[src/rtl/apb_timer_pkg.sv]
// Shared definitions for the APB down-counting timer.
// Register offsets (PADDR[4:2]), CTRL bit indices, width defaults.
package apb_timer_pkg;

  localparam int PRESCALE_W_DEF = 16;
  localparam int CNT_W_DEF      = 32;

  localparam logic [2:0] OFF_CTRL  = 3'd0;
  localparam logic [2:0] OFF_PRESC = 3'd1;
  localparam logic [2:0] OFF_LOAD  = 3'd2;
  localparam logic [2:0] OFF_COUNT = 3'd3;
  localparam logic [2:0] OFF_STAT  = 3'd4;

  localparam int CTRL_EN     = 0;
  localparam int CTRL_AUTO   = 1;
  localparam int CTRL_IRQ_EN = 2;

  function automatic logic is_mapped(input logic [2:0] off);
    return off <= OFF_STAT;
  endfunction

endpackage

[src/rtl/apb_timer_prescaler.sv]
// Prescaler: pcnt counts 0..presc while en, pulses tick at the top.
// Ports: HCLK, HRESETN, en, presc, clr (restart) -> tick.
module apb_timer_prescaler
  import apb_timer_pkg::*;
#(
  parameter int PRESCALE_W = PRESCALE_W_DEF
) (
  input  logic                  HCLK,
  input  logic                  HRESETN,
  input  logic                  en,
  input  logic [PRESCALE_W-1:0] presc,
  input  logic                  clr,
  output logic                  tick
);

  logic [PRESCALE_W-1:0] pcnt;

  assign tick = en && (pcnt == presc);

  // A compare miss after a PRESC shrink wraps pcnt naturally.
  always_ff @(posedge HCLK or negedge HRESETN) begin
    if (!HRESETN) begin
      pcnt <= '0;
    end else if (clr || !en || tick) begin
      pcnt <= '0;
    end else begin
      pcnt <= pcnt + 1'b1;
    end
  end

endmodule

[src/rtl/apb_timer.sv]
// APB slave 32-bit down-counting timer with prescaler and level IRQ.
// Ports: HCLK/HRESETN, APB (PSEL..PSLVERR), TIMER_IRQ.
module apb_timer
  import apb_timer_pkg::*;
#(
  parameter int PRESCALE_W = PRESCALE_W_DEF,
  parameter int CNT_W      = CNT_W_DEF
) (
  input  logic        HCLK,
  input  logic        HRESETN,
  input  logic        PSEL,
  input  logic        PENABLE,
  input  logic        PWRITE,
  input  logic [31:0] PADDR,
  input  logic [31:0] PWDATA,
  output logic [31:0] PRDATA,
  output logic        PREADY,
  output logic        PSLVERR,
  output logic        TIMER_IRQ
);

  logic [2:0]            ctrl;
  logic [2:0]            ctrl_nxt;
  logic [PRESCALE_W-1:0] presc;
  logic [CNT_W-1:0]      load;
  logic [CNT_W-1:0]      count;
  logic                  exp_flag;

  logic [2:0]  idx;
  logic        mapped;
  logic        wr;
  logic        wr_ctrl;
  logic        wr_presc;
  logic        wr_load;
  logic        wr_stat;
  logic        tick;
  logic        expire;
  logic [31:0] rdata;
  logic        unused_addr;

  assign idx         = PADDR[4:2];
  assign mapped      = is_mapped(idx);
  assign unused_addr = ^{PADDR[31:5], PADDR[1:0]};

  assign wr       = PSEL && PENABLE && PWRITE;
  assign wr_ctrl  = wr && (idx == OFF_CTRL);
  assign wr_presc = wr && (idx == OFF_PRESC);
  assign wr_load  = wr && (idx == OFF_LOAD);
  assign wr_stat  = wr && (idx == OFF_STAT);

  apb_timer_prescaler #(
    .PRESCALE_W(PRESCALE_W)
  ) u_presc (
    .HCLK   (HCLK),
    .HRESETN(HRESETN),
    .en     (ctrl[CTRL_EN]),
    .presc  (presc),
    .clr    (wr_load),
    .tick   (tick)
  );

  // A LOAD write overrides whatever the tick would have done.
  assign expire = tick && (count == '0) && !wr_load;

  always_comb begin
    ctrl_nxt = ctrl;
    if (wr_ctrl) begin
      ctrl_nxt = PWDATA[2:0];
    end
    if (expire && !ctrl[CTRL_AUTO]) begin
      ctrl_nxt[CTRL_EN] = 1'b0;
    end
  end

  always_ff @(posedge HCLK or negedge HRESETN) begin
    if (!HRESETN) begin
      ctrl  <= '0;
      presc <= '0;
      load  <= '0;
    end else begin
      ctrl <= ctrl_nxt;
      if (wr_presc) begin
        presc <= PWDATA[PRESCALE_W-1:0];
      end
      if (wr_load) begin
        load <= PWDATA[CNT_W-1:0];
      end
    end
  end

  always_ff @(posedge HCLK or negedge HRESETN) begin
    if (!HRESETN) begin
      count <= '0;
    end else if (wr_load) begin
      count <= PWDATA[CNT_W-1:0];
    end else if (expire) begin
      if (ctrl[CTRL_AUTO]) begin
        count <= load;
      end
    end else if (tick) begin
      count <= count - 1'b1;
    end
  end

  // Expiry set beats a simultaneous W1C.
  always_ff @(posedge HCLK or negedge HRESETN) begin
    if (!HRESETN) begin
      exp_flag <= 1'b0;
    end else if (expire) begin
      exp_flag <= 1'b1;
    end else if (wr_stat && PWDATA[0]) begin
      exp_flag <= 1'b0;
    end
  end

  always_ff @(posedge HCLK or negedge HRESETN) begin
    if (!HRESETN) begin
      TIMER_IRQ <= 1'b0;
    end else begin
      TIMER_IRQ <= exp_flag && ctrl[CTRL_IRQ_EN];
    end
  end

  always_comb begin
    rdata = '0;
    unique case (idx)
      OFF_CTRL:  rdata[2:0]            = ctrl;
      OFF_PRESC: rdata[PRESCALE_W-1:0] = presc;
      OFF_LOAD:  rdata[CNT_W-1:0]      = load;
      OFF_COUNT: rdata[CNT_W-1:0]      = count;
      OFF_STAT:  rdata[0]              = exp_flag;
      default:   rdata                 = '0;
    endcase
  end

  assign PRDATA  = (PSEL && !PWRITE) ? rdata : '0;
  assign PSLVERR = PSEL && PENABLE && !mapped;
  assign PREADY  = 1'b1;

endmodule

[config.mk]
export PLATFORM = sky130hd
export DESIGN_NAME = apb_timer
export DESIGN_NICKNAME = d
export VERILOG_FILES = /design/src/rtl/apb_timer_pkg.sv /design/src/rtl/apb_timer_prescaler.sv /design/src/rtl/apb_timer.sv
export SDC_FILE = /design/constraint.sdc
export NUM_CORES = 1
export LEC_CHECK = 0
export CAP_MARGIN = 20
export CORE_ASPECT_RATIO = 0.6
export CORE_MARGIN = 5
export CORE_UTILIZATION = 30
export DETAILED_ROUTE_END_ITERATION = 12
export DONT_BUFFER_PORTS = 1
export PLACE_DENSITY = 0.45
export SLEW_MARGIN = 20
export SYNTH_ARGS = -nofsm -noshare
export SYNTH_HDL_FRONTEND = slang
export SYNTH_SLANG_ARGS = --single-unit
[constraint.sdc]
create_clock -name HCLK -period 4.4 [get_ports HCLK]
set_input_delay 0.44 -clock HCLK [delete_from_list [all_inputs] [get_ports HCLK]]
set_output_delay 0.44 -clock HCLK [all_outputs]
set_load 0.005 [all_outputs]
==> results.rst, run 1 <==
.. list-table::
   :header-rows: 1

   * - Metric
     - Value
   * - Number of nets produced by synthesis
     - 741
   * - Final-layout setup total negative slack
     - 0 ns
   * - Worst hold slack
     - -0.0392 ns
   * - Number of antenna violations at the first check in global routing
     - 0
   * - Clock-pin slew on the worst setup and hold paths
     - 0.07 ns
   * - Port Buf Inserts
     - 0
   * - Number of synthesized flops with an enable pin
     - 0
   * - Capturing element of the worst setup path
     - count[18]
   * - Hold-fix buffers, CTS
     - 1
   * - Maximum number of pins on one net before global-route repair
     - approximately 100
   * - Number of nets in the final layout
     - between 700 and 800
   * - Initial DRC Count
     - ~290
   * - Worst hold-check path type
     - in2async
   * - Pleak
     - 2.66 nW
   * - Final worst clock skew
     - 0.0104 ns
   * - Synthesis Warnings
     - 0
   * - Overall die height
     - 118 µm
   * - R2R depth
     - 7
   * - Die area
     - approximately 0.022 mm²
   * - Mapped cell area
     - 0.00585 mm²
   * - Final instance area
     - 0.00642 mm²
   * - Detailed-placement wirelength estimate
     - 13500 µm
   * - Overflow after GRT
     - 0
   * - Diode insertion count for antenna repair
     - 0
   * - Wire length of the first global-routing pass
     - 29700 µm
   * - Power per cell area
     - 388 mW/mm²
   * - Failing checks
     - negative hold slack
   * - I/O pin count
     - 104
   * - Worst-Margin Slew
     - about 0.88 ns
   * - Number of global-route vias before repair
     - 4981
   * - Number of vias per cell after detailed routing
     - around 5.3
   * - Launching instance or port of the critical path
     - u_presc.pcnt[5]
   * - Final antenna-violating net count
     - 0
   * - Insertion delay to the later sink of the worst-skew pair
     - 0.35 ns
   * - Number of iterations in the first detailed-routing pass
     - 5
   * - Total of endpoints with negative setup slack in the final report
     - 0
   * - All-layer global routing usage
     - 16.8%
   * - Min Clock Period, post-route
     - 3.51 ns
   * - Worst EP required
     - approximately 4.7 ns
   * - CP Launch Type
     - flop
   * - Share of the yosys chip area belonging to registers
     - 43.2%
   * - Post-route clock period utilization
     - 79.9%
   * - Critical-path maximum fanout
     - 4
   * - Setup repair after global routing missed its margin
     - false
   * - Worst setup path category
     - reg2reg
   * - Post-CTS Repair Setup Buffers
     - 0
   * - Hold violation count in the final report
     - 14
   * - Std-Cell Rows
     - 39
   * - Total of max-cap violations
     - 0
   * - Number of distinct standard cells referenced by the synthesized netlist
     - 61
   * - Root cell of the clock tree
     - sky130_fd_sc_hd__clkbuf_16
   * - Die W
     - 190 µm
   * - Fraction of registers with async set/reset
     - 100%
   * - Mean instance size in the synthesized netlist
     - roughly 8.7 µm²
   * - Headroom to the max-slew limit
     - around two fifths
   * - Number of instances in the synthesized netlist
     - 670
   * - Post-route DRC
     - 0
   * - Area growth from synthesis to final layout
     - 9.68%
   * - Share of layout cells above drive strength 1
     - 12.0%
   * - Predominant post-synthesis flop cell
     - sky130_fd_sc_hd__dfrtp_1
   * - Number of resized instances in the post-cts repair step
     - 0
   * - Max Clk Rate
     - 285 MHz
   * - Count of pins over their slew limit
     - 0
   * - Number of CTS-inserted buffers
     - 9
   * - Routed WL
     - approximately 19000 µm
   * - Worst reg2reg path startpoint
     - u_presc.pcnt[5]
   * - Maximum count of clock buffers along a single path
     - 2
   * - Register bit count reported by yosys
     - 101
   * - Reg-to-reg setup timing slack
     - 0.89 ns
   * - Total power
     - around 2.5 mW
   * - Peak ir drop on the vdd network
     - between 200 and 250 µV
   * - Worst flop-to-flop path endpoint
     - count[18]
   * - Level count of the clock H-tree
     - 3
   * - Via count of the routed design
     - 4916
   * - Total placed instance area
     - 0.00610 mm²
   * - Kind of end point of the critical path
     - flop
   * - Initial standard-cell utilization of the core
     - 30.7%
   * - Arrival time at the worst endpoint
     - 3.76 ns
   * - DR WL/cell
     - 20.4 µm
   * - CTS tree
     - yes
   * - Core box area
     - around 0.019 mm²
   * - Run status
     - finished, violations left
   * - GPL Wtd Cong
     - 0.791
   * - CTS sink count
     - 101
-- synthesized netlist by cell type, types with 10 or more instances --
cell / count / area, µm²
sky130_fd_sc_hd__a21oi_1: 18 / 90.1
sky130_fd_sc_hd__nor3_1: 25 / 125
sky130_fd_sc_hd__nor2_1: 87 / 327
sky130_fd_sc_hd__xor2_1: 20 / 175
sky130_fd_sc_hd__nor4_1: 11 / 68.8
sky130_fd_sc_hd__nand4_1: 10 / 62.6
sky130_fd_sc_hd__o21ai_1: 18 / 90.1
sky130_fd_sc_hd__nand2_1: 112 / 420
sky130_fd_sc_hd__dfrtp_1: 101 / 2530
sky130_fd_sc_hd__xnor2_1: 12 / 105
sky130_fd_sc_hd__mux2_2: 34 / 383
sky130_fd_sc_hd__clkbuf_1: 29 / 109
sky130_fd_sc_hd__a22oi_1: 31 / 233
sky130_fd_sc_hd__nand3_1: 23 / 115
sky130_fd_sc_hd__o21ai_0: 12 / 60.1
-- metal layers --
layer,wire length [µm],GRT usage (%)
met1,9730,26.3
met2,7660,22.7
met3,1300,5.42
met4,131,2.78
met5,0,0
-- cells by family after synthesis --
logic type	synth area share (%)
fa+ha+maj	0.427
simple gates	26.3
compound gates	13.4
flops	43.2
other cells	0.0641
mux	7.95
buf+inv	3.87
xor+xnor	4.79
-- state kept, by name, indices dropped and copies added (netlist names) --
register / cells
presc: 16
count: 32
load: 32
exp_flag: 1
u_presc.pcnt: 16
ctrl: 3
TIMER_IRQ: 1
-- where the power goes --
part | switching, mW | total, mW | internal (mW)
sequential | 0.171 | 1.25 | 1.08
combinational | 0.228 | 0.425 | 0.197
clock | 0.357 | 0.812 | 0.456
total | 0.756 | 2.49 | 1.73
-- how the worst min path moves through the flow --
stage	startpoint	to	slack, ns	cells after the start
after floorplan	HRESETN	TIMER_IRQ	0.14	0
after global placement	HRESETN	load[17]	0.15	0
after detailed placement	HRESETN	load[17]	0.15	0
after CTS	HRESETN	load[17]	0.05	1
after global routing	HRESETN	count[17]	0.07	1
final	HRESETN	load[17]	-0.04	1
-- layout by cell type, fill, tap and decap left out, drive strengths merged, types with 7 or more instances in the layout --
| cell type | n |
|---|---|
| nand2 | 112 |
| dfrtp | 101 |
| nor2 | 87 |
| mux2 | 34 |
| a22oi | 31 |
| o21ai | 30 |
| nor3 | 25 |
| nand3 | 23 |
| xor2 | 20 |
| a21oi | 18 |
| nor4 | 14 |
| buf | 13 |
| xnor2 | 12 |
| clkbuf | 12 |
| nand4 | 11 |
| or4 | 10 |
| inv | 9 |
| a31oi | 9 |
| or3 | 9 |
| and3 | 7 |
| o211ai | 7 |
-- layout make-up --
cell class	count	area [µm²]
inverter	9	33.8
clock inverter	4	47.5
timing repair buffer	13	118
clock buffer	12	246
fill	2028	12700
tap	266	333
multi-input combinational	517	3120
sequential	101	2530
-- metrics by stage --
| step | util [%] | hold WS [ns] | worst slack [ns] | cells |
|---|---|---|---|---|
| 4_1_cts | 33.7 | 0.0508 | 0.927 | 922 |
| 3_3_place_gp | 32.0 | 0.151 | 0.971 | 905 |
| 6_report | 33.7 | -0.0392 | 0.886 | 922 |
| 2_1_floorplan | - | 0.144 | 1.33 | 670 |
| 5_1_grt | 33.7 | 0.0663 | 0.668 | 922 |
| 3_5_place_dp | 32.0 | 0.150 | 0.958 | 905 |
-- critical path, cell delays in order (launching register included) --
cell                      delay, ns
sky130_fd_sc_hd__dfrtp_1       0.44
sky130_fd_sc_hd__xor2_1        0.22
sky130_fd_sc_hd__nor4_1        0.75
sky130_fd_sc_hd__nand4_1       0.40
sky130_fd_sc_hd__or4_1         0.69
sky130_fd_sc_hd__or2_2         0.37
sky130_fd_sc_hd__or3_1         0.32
sky130_fd_sc_hd__a31o_1        0.22
No activity file was read; power rests on OpenSTA's default activity.
==> run 2, diff against run 1 <==
clock period = 3.45 ns   (was 4.4 ns; I/O delays follow)
==> run 2 against run 1 <==
The flow now finishes without violations. Sequential share of layout area down 0.67 points. Clock-buffer cell count up 3. Routed wire length down 0.19%. Sequential power up 27%. Critical path depth up 1.
==> results.rst, run 2 (synthesis results as in run 1) <==
.. list-table::
   :header-rows: 1

   * - Metric
     - Value
   * - CP Launch Type
     - flop
   * - Worst setup path category
     - reg2reg
   * - GPL Wtd Cong
     - 0.796 (+0.64%)
   * - CTS sink count
     - 101 (unchanged)
   * - Worst hold slack
     - 0.0932 ns (+0.132 ns)
   * - Overall die height
     - 118 µm (unchanged)
   * - Number of nets in the final layout
     - 739 (+2.4%)
   * - Wire length of the first global-routing pass
     - 30100 µm (+1.2%)
   * - Std-Cell Rows
     - 39 (unchanged)
   * - Final antenna-violating net count
     - 0 (unchanged)
   * - Core box area
     - 0.0191 mm² (unchanged)
   * - Number of antenna violations at the first check in global routing
     - 0 (unchanged)
   * - Commonest non-fill, non-tap cell in the layout
     - sky130_fd_sc_hd__nand2_1
   * - Routed WL
     - 18800 µm (-0.19%)
   * - Power per cell area
     - 481 mW/mm² (+24%)
   * - I/O pin count
     - 104 (unchanged)
   * - Insertion delay to the later sink of the worst-skew pair
     - 0.35 ns (about the same)
   * - Placed cells
     - 921 (+1.8%)
   * - Maximum count of clock buffers along a single path
     - 2 (unchanged)
   * - Headroom to the max-slew limit
     - 37.2% (-4.4 points)
   * - Worst-Margin Slew
     - 0.939 ns (+0.0630 ns)
   * - Worst hold-check path type
     - in2reg
   * - Diode insertion count for antenna repair
     - 0 (unchanged)
   * - All-layer global routing usage
     - 17.1% (+0.25 points)
   * - Kind of end point of the critical path
     - flop
   * - Highest metal layer with signal wires
     - met4
   * - Run status
     - completed
   * - Final-layout setup total negative slack
     - 0 ns (unchanged)
   * - Final worst clock skew
     - 0.00769 ns (-0.00269 ns)
   * - Max Clk Rate
     - 308 MHz (+8.1%)
   * - Number of global-route vias before repair
     - 4994 (+0.26%)
   * - Via count of the routed design
     - 5008 (+1.9%)
   * - Met2 wire length
     - 7680 µm (+0.29%)
   * - CTS tree
     - yes
   * - Hold violation count in the final report
     - 0 (-14)
   * - Number of iterations in the first detailed-routing pass
     - 5 (unchanged)
   * - Largest registers ranked by flip-flop count
     - count (32), load (32)
   * - Pleak
     - 2.73 nW (+2.6%)
   * - Post-route DRC
     - 0 (unchanged)
   * - Detailed-placement wirelength estimate
     - 13700 µm (+1.5%)
   * - Overflow after GRT
     - 0 (unchanged)
   * - Count of pins over their slew limit
     - 0 (unchanged)
   * - Post-route non-filler standard cell count
     - 939 (+1.8%)
   * - Setup repair after global routing missed its margin
     - false
   * - Clock-pin slew on the worst setup and hold paths
     - 0.07 ns (about the same)
   * - Post-route clock period utilization
     - 94.2% (+14 points)
   * - Total power
     - 3.14 mW (+26%)
   * - Maximum number of pins on one net before global-route repair
     - 102 (unchanged)
   * - Worst EP required
     - 3.68 ns (-0.97 ns)
   * - Initial DRC Count
     - 281 (-1.7%)
   * - DR WL/cell
     - 20.0 µm (-2.0%)
   * - Number of CTS-inserted buffers
     - 9 (unchanged)
   * - Initial standard-cell utilization of the core
     - 30.7% (unchanged)
   * - Level count of the clock H-tree
     - 3 (unchanged)
   * - Die W
     - 190 µm (unchanged)
   * - DP Worst Slack
     - 0.213 ns (-0.746 ns)
   * - Length of routed wiring on met1
     - 9730 µm (about the same)
   * - Share of layout cells above drive strength 1
     - 13.8% (+1.8 points)
   * - Min Clock Period, post-route
     - 3.25 ns (-0.263 ns)
   * - Root cell of the clock tree
     - sky130_fd_sc_hd__clkbuf_16
   * - Total of endpoints with negative setup slack in the final report
     - 0 (unchanged)
   * - Peak ir drop on the vdd network
     - 251 µV (+22%)
   * - Number of vias per cell after detailed routing
     - 5.33 (about the same)
   * - Total of max-cap violations
     - 0 (unchanged)
   * - Arrival time at the worst endpoint
     - 3.48 ns (-0.28 ns)
   * - Critical-path maximum fanout
     - 10 (+6)
   * - Highest-count cells in the layout ignoring fill and taps
     - sky130_fd_sc_hd__nand2_1 (112), sky130_fd_sc_hd__dfrtp_1 (101), sky130_fd_sc_hd__nor2_1 (86)
   * - Die area
     - 0.0225 mm² (unchanged)
   * - Area growth from synthesis to final layout
     - 11.6%
   * - Port Buf Inserts
     - 0 (unchanged)
   * - Met3 layer wire length in the routed design
     - 1260 µm (-2.5%)
   * - PnR worst setup slack
     - 0.198 ns (-0.687 ns)
==> run 2: cell count changes in the layout (fill, tap and decap cells not counted) <==
cell                            delta
sky130_fd_sc_hd__clkinv_2          -1
sky130_fd_sc_hd__nor3_1            -1
sky130_fd_sc_hd__nor2b_2           -1
sky130_fd_sc_hd__clkbuf_8          +1
sky130_fd_sc_hd__nor2b_1           +1
sky130_fd_sc_hd__nor3_2            +1
sky130_fd_sc_hd__clkinvlp_4        -1
sky130_fd_sc_hd__buf_4            +16
sky130_fd_sc_hd__clkbuf_1          +2
sky130_fd_sc_hd__dlygate4sd3_1     +1
sky130_fd_sc_hd__bufinv_16         -1
==> run 2: worst paths after layout <==
path | from | to | slack (ns) | depth (start not counted)
max | count[12] | count[3] | 0.20 | 8
max reg2reg | count[12] | count[3] | 0.20 | 8
min reg2reg | load[28] | load[28] | 0.51 | 2
min in group asynchronous | HRESETN | load[19] | 0.60 | 2
min | PWDATA[23] | load[23] | 0.09 | 2
max in group asynchronous | HRESETN | load[28] | 2.42 | 2
==> run 2: routing by layer <==
metal	vias up	global-route usage [%]
li1	2373	-
met1	2485	26.7
met2	140	23.4
met3	10	4.71
met4	0	3.09
met5	-	0
==> run 2: layout make-up <==
class	count	area, µm²
clock inverter	1	5.00
timing repair buffer	30	248
inverter	9	33.8
fill	1978	12500
multi-input combinational	517	3120
sequential	101	2530
tap	266	333
clock buffer	15	268
==> run 2: metrics by stage <==
step           util (%)  cell area (µm²)
2_1_floorplan         -             5850
3_3_place_gp       32.6             6220
3_5_place_dp       32.6             6220
4_1_cts            34.2             6530
5_1_grt            34.2             6530
6_report           34.2             6530
==> run 2: repair_timing <==
action                                 in CTS  in global routing
endpoints found under the hold margin     101                  0
setup endpoints to repair                   0                  0
hold buffers                                2                  0
buffers inserted                            0                  0
resized for setup                           0                  0
==> run 2: critical path: stages (launching register included) <==
cell,delay [ns]
sky130_fd_sc_hd__dfrtp_1,0.45
sky130_fd_sc_hd__or4_4,0.57
sky130_fd_sc_hd__or4_4,0.57
sky130_fd_sc_hd__nor4_2,0.42
sky130_fd_sc_hd__nand4_2,0.42
sky130_fd_sc_hd__buf_4,0.32
sky130_fd_sc_hd__and3_1,0.17
sky130_fd_sc_hd__a21oi_1,0.11
sky130_fd_sc_hd__o211ai_1,0.09
==> run 2: power by group <==
group          switching [mW]  internal (mW)
Clock                   0.447          0.530
Sequential              0.208           1.38
Combinational           0.311          0.268
==> run 3, diff against run 2 <==
RECOVER_POWER = 50   (was default)
==> run 3 against run 2 <==
The run now ends with max-capacitance violations, max-slew violations left. Clock-buffer cell count is the same. Sequential power about the same. Cell count unchanged. Sequential share of layout area rose by 0.23 points. Worst setup slack improved by 0.0033 ns. Design area fell by 0.59%. Power decreased by 0.17%. Fmax increased by 0.10%. Largest power group unchanged.
==> results.rst, run 3 (synthesis results as in run 1) <==
.. list-table::
   :header-rows: 1

   * - Metric
     - Value
   * - Run status
     - finished, violations left
   * - Failing checks
     - max-capacitance violations, max-slew violations
   * - Post-route clock period utilization
     - 94.2% (-0.097 points)
   * - Maximum number of pins on one net before global-route repair
     - 102 (unchanged)
   * - Number of CTS-inserted buffers
     - 9 (unchanged)
   * - Worst-Margin Slew
     - 2.37 ns (+1.43 ns)
   * - CP most frequent cell
     - sky130_fd_sc_hd__or4_4
   * - Number of nets in the final layout
     - 739 (unchanged)
   * - Core box area
     - 0.0191 mm² (unchanged)
   * - Slowest stage delay, CP
     - 0.58 ns (about the same)
   * - Final-layout setup total negative slack
     - 0 ns (unchanged)
   * - Routed WL
     - 18800 µm (+0.12%)
   * - Post-CTS Repair Setup Buffers
     - 0 (unchanged)
   * - Portion of total power attributed to combinational logic
     - 18.3% (about the same)
   * - Die W
     - 190 µm (unchanged)
   * - Hold-fix buffers, CTS
     - 2 (unchanged)
   * - Highest-count cells in the layout ignoring fill and taps
     - sky130_fd_sc_hd__nand2_1 (112), sky130_fd_sc_hd__dfrtp_1 (101), sky130_fd_sc_hd__nor2_1 (87)
   * - I/O pin count
     - 104 (unchanged)
   * - GPL Wtd Cong
     - 0.796 (unchanged)
   * - Count of pins over their slew limit
     - 102 (+102)
   * - Total of endpoints with negative setup slack in the final report
     - 0 (unchanged)
   * - Standard cell with the maximum stage delay on the critical path
     - sky130_fd_sc_hd__or4_4
   * - Total placed instance area
     - 0.00622 mm² (unchanged)
   * - Launching instance or port of the critical path
     - count[12]
   * - Number of iterations in the first detailed-routing pass
     - 5 (unchanged)
   * - Switching power
     - 0.964 mW (-0.18%)
   * - CTS tree
     - yes
   * - Total number of cells along the worst setup path
     - 8 (unchanged)
   * - Register share of total power
     - 50.6% (about the same)
   * - CP Launch Type
     - flop
   * - Reg-to-reg setup timing slack
     - 0.20 ns (about the same)
   * - Number of resized instances in the post-cts repair step
     - 0 (unchanged)
   * - Worst EP required
     - 3.68 ns (about the same)
   * - Level count of the clock H-tree
     - 3 (unchanged)
   * - Worst setup path category
     - reg2reg
   * - Insertion delay to the later sink of the worst-skew pair
     - 0.35 ns (about the same)
   * - Initial standard-cell utilization of the core
     - 30.7% (unchanged)
   * - Number of antenna violations at the first check in global routing
     - 0 (unchanged)
   * - Std-Cell Rows
     - 39 (unchanged)
   * - Number of global-route vias before repair
     - 4994 (unchanged)
   * - Share of layout cells above drive strength 1
     - 13.4% (-0.45 points)
   * - Headroom to the max-slew limit
     - -57.8% (-95 points)
   * - PnR worst setup slack
     - 0.202 ns (+0.00334 ns)
   * - Diode insertion count for antenna repair
     - 0 (unchanged)
   * - Overflow after GRT
     - 0 (unchanged)
   * - Max Clk Rate
     - 308 MHz (+0.10%)
   * - Grt met1 use
     - 26.7% (unchanged)
   * - Initial DRC Count
     - 286 (+1.8%)
   * - Via count of the routed design
     - 5000 (-0.16%)
   * - Worst reg2reg path startpoint
     - count[12]
   * - Clock power share
     - 31.1% (about the same)
   * - Hold violation count in the final report
     - 0 (unchanged)
   * - Family with the most delay on the worst path
     - simple AND/OR/NAND/NOR gates
   * - Root cell of the clock tree
     - sky130_fd_sc_hd__clkbuf_16
   * - Number of vias per cell after detailed routing
     - 5.32 (-0.16%)
   * - Min Clock Period, post-route
     - 3.25 ns (-0.00333 ns)
   * - Critical-path maximum fanout
     - 10 (unchanged)
   * - Largest registers ranked by flip-flop count
     - count (32), load (32)
   * - Worst flop-to-flop path endpoint
     - count[3]
   * - Power per cell area
     - 483 mW/mm² (+0.42%)
   * - Final worst clock skew
     - 0.00762 ns (-0.0000736 ns)
   * - Total power
     - 3.14 mW (-0.17%)
   * - Final instance area
     - 0.00649 mm² (-0.59%)
   * - Final antenna-violating net count
     - 0 (unchanged)
   * - Detailed-placement wirelength estimate
     - 13700 µm (unchanged)
   * - Capturing element of the worst setup path
     - count[3]
   * - Fillcell total
     - 1983 (+0.25%)
   * - Setup repair after global routing missed its margin
     - false
   * - Port Buf Inserts
     - 0 (unchanged)
   * - CTS sink count
     - 101 (unchanged)
   * - Total of max-cap violations
     - 1 (+1)
   * - Die area
     - 0.0225 mm² (unchanged)
   * - GR Layer Usage met3
     - 4.71% (unchanged)
   * - Cell-by-cell trace of the critical path
     - or4_4 > or4_4 > nor4_2 > nand4_2 > buf_4 > and3_1 > a21oi_1 > o211ai_1
   * - R2R depth
     - 8 (unchanged)
   * - Clock-pin slew on the worst setup and hold paths
     - 0.07 ns (about the same)
   * - Peak ir drop on the vdd network
     - 251 µV (about the same)
   * - DP Worst Slack
     - 0.213 ns (unchanged)
   * - Area growth from synthesis to final layout
     - 10.9%
   * - Maximum count of clock buffers along a single path
     - 2 (unchanged)
   * - Overall die height
     - 118 µm (unchanged)
   * - All-layer global routing usage
     - 17.1% (unchanged)
   * - Switching share of power
     - 30.7% (about the same)
   * - Worst hold-check path type
     - in2reg
   * - Commonest non-fill, non-tap cell in the layout
     - sky130_fd_sc_hd__nand2_1
   * - Pleak
     - 2.72 nW (-0.61%)
   * - Worst hold slack
     - 0.0932 ns (-0.0000256 ns)
   * - GRT busiest layer
     - met1
   * - Wire length of the first global-routing pass
     - 30100 µm (unchanged)
   * - GR met2 Demand/Resource
     - 23.4% (unchanged)
   * - Kind of end point of the critical path
     - flop
   * - Post-route DRC
     - 0 (unchanged)
   * - DR WL/cell
     - 20.0 µm (+0.12%)
   * - CP bufs+invs
     - 1 (unchanged)
   * - Internal power
     - 2.17 mW (-0.17%)
   * - Arrival time at the worst endpoint
     - 3.48 ns (about the same)
[run 3: cell types whose count changed in the layout (fill, tap and decap cells not counted), sizes merged]
cell	delta
clkbuf	+1
buf	-1
[run 3: how the worst min path moves through the flow]
stage / from / end / cells after the start
global route: PWDATA[23] / load[23] / 2
finish: PWDATA[23] / load[23] / 2
global placement: HRESETN / load[17] / 0
CTS: PWDATA[23] / load[23] / 2
detailed placement: HRESETN / load[17] / 0
floorplan: HRESETN / TIMER_IRQ / 0
[run 3: area by class of cell]
cell class,count,area (µm²),area share [%]
Multi-Input combinational cell,517,3110,47.8
Inverter,9,33.8,0.520
Clock buffer,15,268,4.12
Clock inverter,1,5.00,0.0771
Tap cell,266,333,5.13
Sequential cell,101,2530,38.9
Timing Repair Buffer,30,221,3.41
[run 3: power groups by stage]
stage                     Sequential, mW  Combinational (mW)  Clock, mW
after detailed placement            1.60               0.552          0
after global routing                1.62               0.660       1.05
after CTS                           1.58               0.585       1.01
final                               1.59               0.575      0.976
after floorplan                     1.54               0.432          0
after global placement              1.60               0.539          0
[run 3: per-stage QoR]
step / cells / utilization [%]
after floorplan: 670 / -
after global placement: 921 / 32.6
after detailed placement: 921 / 32.6
after CTS: 939 / 34.2
after global routing: 939 / 34.0
final: 939 / 34.0
[run 3: layer usage]
layer	share of wire (%)	up-vias	routed length [µm]
li1	-	2373	-
met2	41	137	7690
met3	6.7	10	1260
met1	52	2480	9740
met5	0	-	0
met4	0.61	0	114
